### config.mk
export PLATFORM = sky130hd
export DESIGN_NAME = serial_shifter
export DESIGN_NICKNAME = d
export VERILOG_FILES = /design/src/rtl/shifter_pkg.sv /design/src/rtl/shift_step.sv /design/src/rtl/serial_shifter.sv
export SDC_FILE = /design/constraint.sdc
export NUM_CORES = 1
export LEC_CHECK = 0
export ABC_AREA = 1
export CORE_MARGIN = 4
export CORE_UTILIZATION = 47
export DETAILED_ROUTE_END_ITERATION = 8
export PLACE_DENSITY = 0.78
export SYNTH_ARGS = -nofsm -noshare
export SYNTH_HDL_FRONTEND = slang
export SYNTH_SLANG_ARGS = --single-unit
### constraint.sdc
create_clock -name clk -period 3.9 [get_ports clk]
set_input_delay 0.78 -clock clk [delete_from_list [all_inputs] [get_ports clk]]
set_output_delay 0.78 -clock clk [all_outputs]
set_load 0.01 [all_outputs]
### src/rtl/shifter_pkg.sv
// ============================================================================
// Module   : shifter_pkg
// Purpose  : Opcode and FSM state encodings shared by the serial shifter
//            and its single-bit step sub-module.
// Revision : 1.0 - initial release
// ============================================================================
`default_nettype none

package shifter_pkg;

  // Operation codes carried on shift_op
  localparam logic [2:0] OP_NOP  = 3'b000;
  localparam logic [2:0] OP_LOAD = 3'b001;
  localparam logic [2:0] OP_SLL  = 3'b010;
  localparam logic [2:0] OP_SRL  = 3'b011;
  localparam logic [2:0] OP_SRA  = 3'b100;
  localparam logic [2:0] OP_ROR  = 3'b101;
  localparam logic [2:0] OP_ROL  = 3'b110;
  localparam logic [2:0] OP_RSVD = 3'b111;

  // Controller states
  localparam logic [1:0] ST_IDLE  = 2'd0;
  localparam logic [1:0] ST_SHIFT = 2'd1;
  localparam logic [1:0] ST_DONE  = 2'd2;

  // True for the ops that iterate single-bit steps
  function automatic logic op_is_shift(input logic [2:0] op);
    return (op == OP_SLL) || (op == OP_SRL) || (op == OP_SRA) ||
           (op == OP_ROR) || (op == OP_ROL);
  endfunction

  // NOP and the reserved code leave the result register untouched
  function automatic logic op_loads_data(input logic [2:0] op);
    return (op != OP_NOP) && (op != OP_RSVD);
  endfunction

endpackage

`default_nettype wire

### src/rtl/shift_step.sv
// ============================================================================
// Module   : shift_step
// Purpose  : Combinational single-bit shift/rotate of a 32-bit value.
//            Non-shifting codes pass the value through unchanged.
// Revision : 1.0 - initial release
// ============================================================================
`default_nettype none

module shift_step
  import shifter_pkg::*;
(
  input  logic [2:0]  op,
  input  logic [31:0] value_in,
  output logic [31:0] value_out
);

  // One-bit move selected by the captured opcode
  always_comb begin
    value_out = value_in;
    case (op)
      OP_SLL:  value_out = {value_in[30:0], 1'b0};
      OP_SRL:  value_out = {1'b0, value_in[31:1]};
      OP_SRA:  value_out = {value_in[31], value_in[31:1]};
      OP_ROR:  value_out = {value_in[0], value_in[31:1]};
      OP_ROL:  value_out = {value_in[30:0], value_in[31]};
      default: value_out = value_in;
    endcase
  end

endmodule

`default_nettype wire

### src/rtl/serial_shifter.sv
// ============================================================================
// Module   : serial_shifter
// Purpose  : Multi-cycle 32-bit shifter applying one bit position per clock.
//            A start in IDLE captures operands; the result appears in
//            data_out and done pulses for one cycle on completion.
// Revision : 1.0 - initial release
// ============================================================================
`default_nettype none

module serial_shifter
  import shifter_pkg::*;
(
  input  logic        clk,
  input  logic        reset,
  input  logic        start,
  input  logic [2:0]  shift_op,
  input  logic [31:0] data_in,
  input  logic [4:0]  shamt,
  output logic        busy,
  output logic        done,
  output logic [31:0] data_out
);

  logic [1:0]  state;
  logic [1:0]  state_next;
  logic [4:0]  count;
  logic [2:0]  op;
  logic [31:0] step_value;
  logic        busy_next;
  logic        done_next;
  logic        accept;

  // A start is only honoured while idle
  assign accept = (state == ST_IDLE) && start;

  shift_step u_step (
    .op        (op),
    .value_in  (data_out),
    .value_out (step_value)
  );

  // State register; busy/done are registered copies of the next-state decode
  always_ff @(posedge clk) begin
    if (reset) begin
      state <= ST_IDLE;
      busy  <= 1'b0;
      done  <= 1'b0;
    end else begin
      state <= state_next;
      busy  <= busy_next;
      done  <= done_next;
    end
  end

  // Next-state selection; zero-length shifts complete like a LOAD
  always_comb begin
    state_next = state;
    case (state)
      ST_IDLE: begin
        if (start) begin
          if (op_is_shift(shift_op) && (shamt != 5'd0)) state_next = ST_SHIFT;
          else                                            state_next = ST_DONE;
        end
      end
      ST_SHIFT: begin
        if (count == 5'd1) state_next = ST_DONE;
      end
      ST_DONE:  state_next = ST_IDLE;
      default:  state_next = ST_IDLE;
    endcase
  end

  // Output decode of the upcoming state, registered above
  always_comb begin
    busy_next = (state_next != ST_IDLE);
    done_next = (state_next == ST_DONE);
  end

  // Operand capture and per-cycle shift step
  always_ff @(posedge clk) begin
    if (reset) begin
      data_out <= 32'd0;
      count    <= 5'd0;
      op       <= OP_NOP;
    end else if (accept) begin
      op    <= shift_op;
      count <= shamt;
      if (op_loads_data(shift_op)) data_out <= data_in;
    end else if (state == ST_SHIFT) begin
      data_out <= step_value;
      count    <= count - 5'd1;
    end
  end

endmodule

`default_nettype wire
# Word level (Yosys, flattened, before mapping)
# Cells that the tools add are included.
# W data, S select, Z words.
[totals]
inputBits = 43
register_bits = 44
wordCells = 50
out_inout_bits = 34
[op_classes]
n_eq_ne = 16
addsub = 1
n_mux = 10
n_reduce_logical = 16
[op_table]
columns = ["cell", "n"]
rows = [
  ["$pmux W32 S5", 1],
  ["$mux W32", 3],
  ["$eq A3 B3 Y1 const B", 6],
  ["$eq A3 B2 Y1 const B", 4],
  ["$mux W5", 2],
  ["$reduce_bool A5 Y1", 2],
  ["$mux W2", 3],
  ["$reduce_bool A6 Y1", 1],
  ["$eq A5 B1 Y1 const B", 1],
  ["$sub A5 B1 Y5 const B", 1],
  ["$logic_or A1 B1 Y1", 4],
  ["$pmux W2 S2", 1],
  ["$reduce_and A4 Y1", 1],
  ["$reduce_bool A2 Y1", 2],
  ["$logic_and A1 B1 Y1", 3],
  ["$ne A3 B3 Y1 const B", 1],
  ["$reduce_and A3 Y1", 1],
  ["$reduce_bool A3 Y1", 1],
  ["$eq A2 B1 Y1 const B", 1],
  ["$eq A2 B2 Y1 const B", 1],
  ["$logic_not A2 Y1", 1],
  ["$ne A2 B1 Y1 const B", 1],
  ["$ne A2 B2 Y1 const B", 1],
]

# Longest topological paths before layout
[depth]
depth_word = 10
depth_mapped = 10

# By module
# A second synthesis with hierarchy kept.
[unflattened]
cells_unflattened = 557
area_unflattened_um2 = 3552.2
[modules_own_cells]
columns = ["module", "n_inst", "area_each_um2", "cells_per_inst"]
rows = [
  ["serial_shifter", 1, 2821.5, 402],
  ["shift_step", 1, 730.7, 155],
]

# Worst setup path before layout
# OpenSTA, ideal clock, no wires.
[synth_path]
kind = "input to register"
from = "input port start"
to = "register data_out[15]"
t_arrival_ns = 1.623
setup_slack_ns = 2.149
cell_stages = 8
path_cell_list = "inv_1 nor2_1 nand3_1 nand2_2 buf_1 a21oi_1 nor2_1 nor2_1"
[synth_between]
elab_chain_cells = 3
elab_cells_between_ends = 6
cone_classes = "eq/ne: 1; mux: 1; reduce/logical: 4"
[synth_rtl]
columns = ["element", "line_no", "rtl"]
rows = [
  ["start: declaration", "serial_shifter.sv:15", "input logic start,"],
  ["$logic_and A1 B1 Y1 *", "serial_shifter.sv:34", "assign accept = (state == ST_IDLE) && start;"],
  ["$reduce_bool A6 Y1 (no source line) (tied with other cells)", "-", ""],
  ["$reduce_and A3 Y1 (no source line)", "-", ""],
  ["end signal: assignment", "serial_shifter.sv:88", "if (op_loads_data(shift_op)) data_out <= data_in;"],
  ["end signal: assignment", "serial_shifter.sv:90", "data_out <= step_value;"],
  ["end: declaration", "serial_shifter.sv:21", "output logic [31:0] data_out"],
]
# Every way passes the cells marked *; elsewhere a longest branch is shown, timed or not.
# A chain may end at the register's enable or synchronous reset.

# Final worst setup path
[layout_path]
from = "input port start"
to = "register data_out[18]"
# The elaborated chain is that of the path after synthesis.

==> results.json <==
{
  "gp_congestion": 0.833,
  "synth_fp_nets": 554,
  "synth_commonest_cells": "169 x nor2_1, 81 x nand2_1, 45 x inv_1, 44 x dfxtp_1, 42 x a21oi_1",
  "drcViolationCount": 0,
  "routed_wl_um": 7330,
  "syn_area_mm2": 0.00290,
  "clk_pin_slew_ns": 0.08,
  "nFillCells": 600,
  "grt_pass1_wl_um": 12300,
  "worstSetupPathType": "primary input to flip-flop",
  "tritoncts": "built",
  "die-height_um": 86.6,
  "yosysSeqAreaShare_pct": 30.3,
  "p_leak_nw": 1.61,
  "totalPowerFinal_mw": 1.37,
  "critPathArrivalTime_ns": 2.87,
  "drt_iter0_markers": 190,
  "maxCapViolations": 0,
  "finClkSkew_ns": 0.00507,
  "grt_max_degree": 64,
  "area_growth_pct": 30.2,
  "wl_per_cell_um": 11.4,
  "grt_pass1_vias": 2887,
  "synth-xor-area-share_pct": 0.603,
  "fmaxAchievable_ghz": 0.378,
  "rsz0062_at_grt": "no",
  "min_path_type": "flip-flop to flip-flop",
  "slew_headroom_pct": 35.1,
  "dp_hpwl_um": 4990,
  "hold_violations": 0,
  "htreeDepth": 2,
  "cp_max_fo": 33,
  "synthAdderAreaFrac_pct": 0.862,
  "synth_seq_cells": 44,
  "ys_top_cells_by_area": "dfxtp_1 30%, nor2_1 22%, nand2_1 10%",
  "start_kind": "primary input",
  "fin_crit_sh_pct": 67.8,
  "port_buffers": 76,
  "start_util_pct": 48.7,
  "clock_latency_ns": 0.29,
  "post-synth-top-area-cell": "dfxtp_1",
  "die_w_um": 86.6,
  "core_mm2": 0.00596,
  "synth_top_area_share_pct": 30.3,
  "drive_gt1_share_pct": 8.76,
  "vias": 3194,
  "worst_pin_slew_ns": 0.970,
  "grt_util_all_layers_pct": 19.7,
  "netlist_instances": 509,
  "finish.utilization_pct": 63.4,
  "n_antenna_cell": 0,
  "p_per_area_mw_per_mm2": 364,
  "final_nets": 615,
  "synth_edf_count": 0,
  "top_level_ports": 77,
  "critPathCaptureType": "flip-flop",
  "cts_buffer_depth": 2,
  "ys.flop_type": "dfxtp_1",
  "synth_compound_area_share_pct": 10.9,
  "ys_async_sr_fraction_pct": 0,
  "die_area_mm2": 0.00750,
  "cts.repair.resized": 0,
  "yosysMostFrequentCell": "nor2_1",
  "antenna_found_initial": 0,
  "postRouteAntennaNets": 0,
  "cts_root_buf": "clkbuf_8",
  "first_pass_iters": 5,
  "synth_top_family_by_area": "simple AND/OR/NAND/NOR gates",
  "clock-sinks": 44,
  "cts_setup_buffers": 0,
  "slew_violations": 0,
  "rows": 28,
  "cts_made_buffers": 5,
  "synthMuxAreaShare_pct": 0,
  "overflow": 0,
  "avgSynthCellArea_um2": 5.70,
  "yosysWarnings": 0,
  "required_ns": 4.13,
  "finalSetupViolCount": 0,
  "outcome": "complete, no violations",
  "vdd_drop_max_uv": 235,
  "fin_crit_ns": 2.65,
  "yosys.cell_types.count": 23,
  "vias_per_cell": 4.94,
  "fin_tns_setup_ns": 0,
  "synth-simple-area-share_pct": 46.6,
  "cts_hold_buf": 0
}
==> metal layers <==
metal	wire [µm]	GRT usage [%]
met4	29	4.67
met1	3450	25.2
met3	468	3.99
met5	0	0
met2	3380	33.9
==> metrics by stage <==
step           cells  cell area (µm²)  hold WS (ns)  setup slack [ns]
4_1_cts          646             3780         0.493              1.28
3_5_place_dp     638             3690         0.480             0.978
6_report         646             3780         0.495              1.25
5_1_grt          646             3780         0.510              1.05
3_3_place_gp     638             3690         0.485              1.03
2_1_floorplan    509             2900         0.461              2.15
==> path summary, 6_finish.rpt <==
kind | startpoint | end | slack [ns] | depth (start not counted)
setup reg to reg | op[1]$_SDFFE_PP0P_ | data_out[18]$_SDFFE_PP0P_ | 1.83 | 9
setup / recovery | start | data_out[18]$_SDFFE_PP0P_ | 1.25 | 11
hold reg to reg | op[2]$_SDFFE_PP0P_ | op[2]$_SDFFE_PP0P_ | 0.50 | 2
hold / removal | op[2]$_SDFFE_PP0P_ | op[2]$_SDFFE_PP0P_ | 0.50 | 2
==> power breakdown <==
part | internal (mW) | leakage [nW] | switching [mW]
registers | 0.498 | 0.361 | 0.0382
clock network | 0.145 | 0.0455 | 0.153
logic | 0.238 | 1.20 | 0.303
==> critical path, cell delays in order <==
cell	delay, ns
clkdlybuf4s50_1	0.51
nand2_1	0.07
nor2_1	0.08
buf_4	0.18
nor2_1	0.08
nand2_2	0.46
buf_4	0.31
nand3_1	0.09
nor2_1	0.16
nor2_1	0.05
nor2_1	0.09
==> cells in the final DEF, fill, tap and decap left out, types with 2 or more instances in the layout <==
cell	instances
clkdlybuf4s50_1	76
buf_4	8
a21oi_1	42
nand2_2	3
or2_2	31
dfxtp_1	44
nand2_1	80
o21ai_0	15
nand3_1	38
nor2_1	169
clkbuf_8	6
ha_1	2
inv_1	45
clkbuf_1	2
==> sequential cells by signal, indices dropped and copies added, names as in the netlist <==
name,cells
data_out,32
count,5
op,3
state,2
busy,1
done,1
==> layout make-up <==
class                   count  area [µm²]  share of cell area [%]
multi-input cells         389        1720                    45.5
clock buffers               8        90.1                    2.38
well taps                  75        93.8                    2.48
repair buffers             84         821                    21.7
flip-flops and latches     44         881                    23.3
inverters                  46         173                    4.57
==> kinds of logic after synthesis <==
logic type | count (synthesis)
AO/OA/AOI/OAI | 61
XOR/XNOR | 2
buffers and inverters | 76
AND/OR/NAND/NOR | 324
flip-flops | 44
adder cells (fa/ha/maj) | 2
Power figures use the tool's default switching activity.
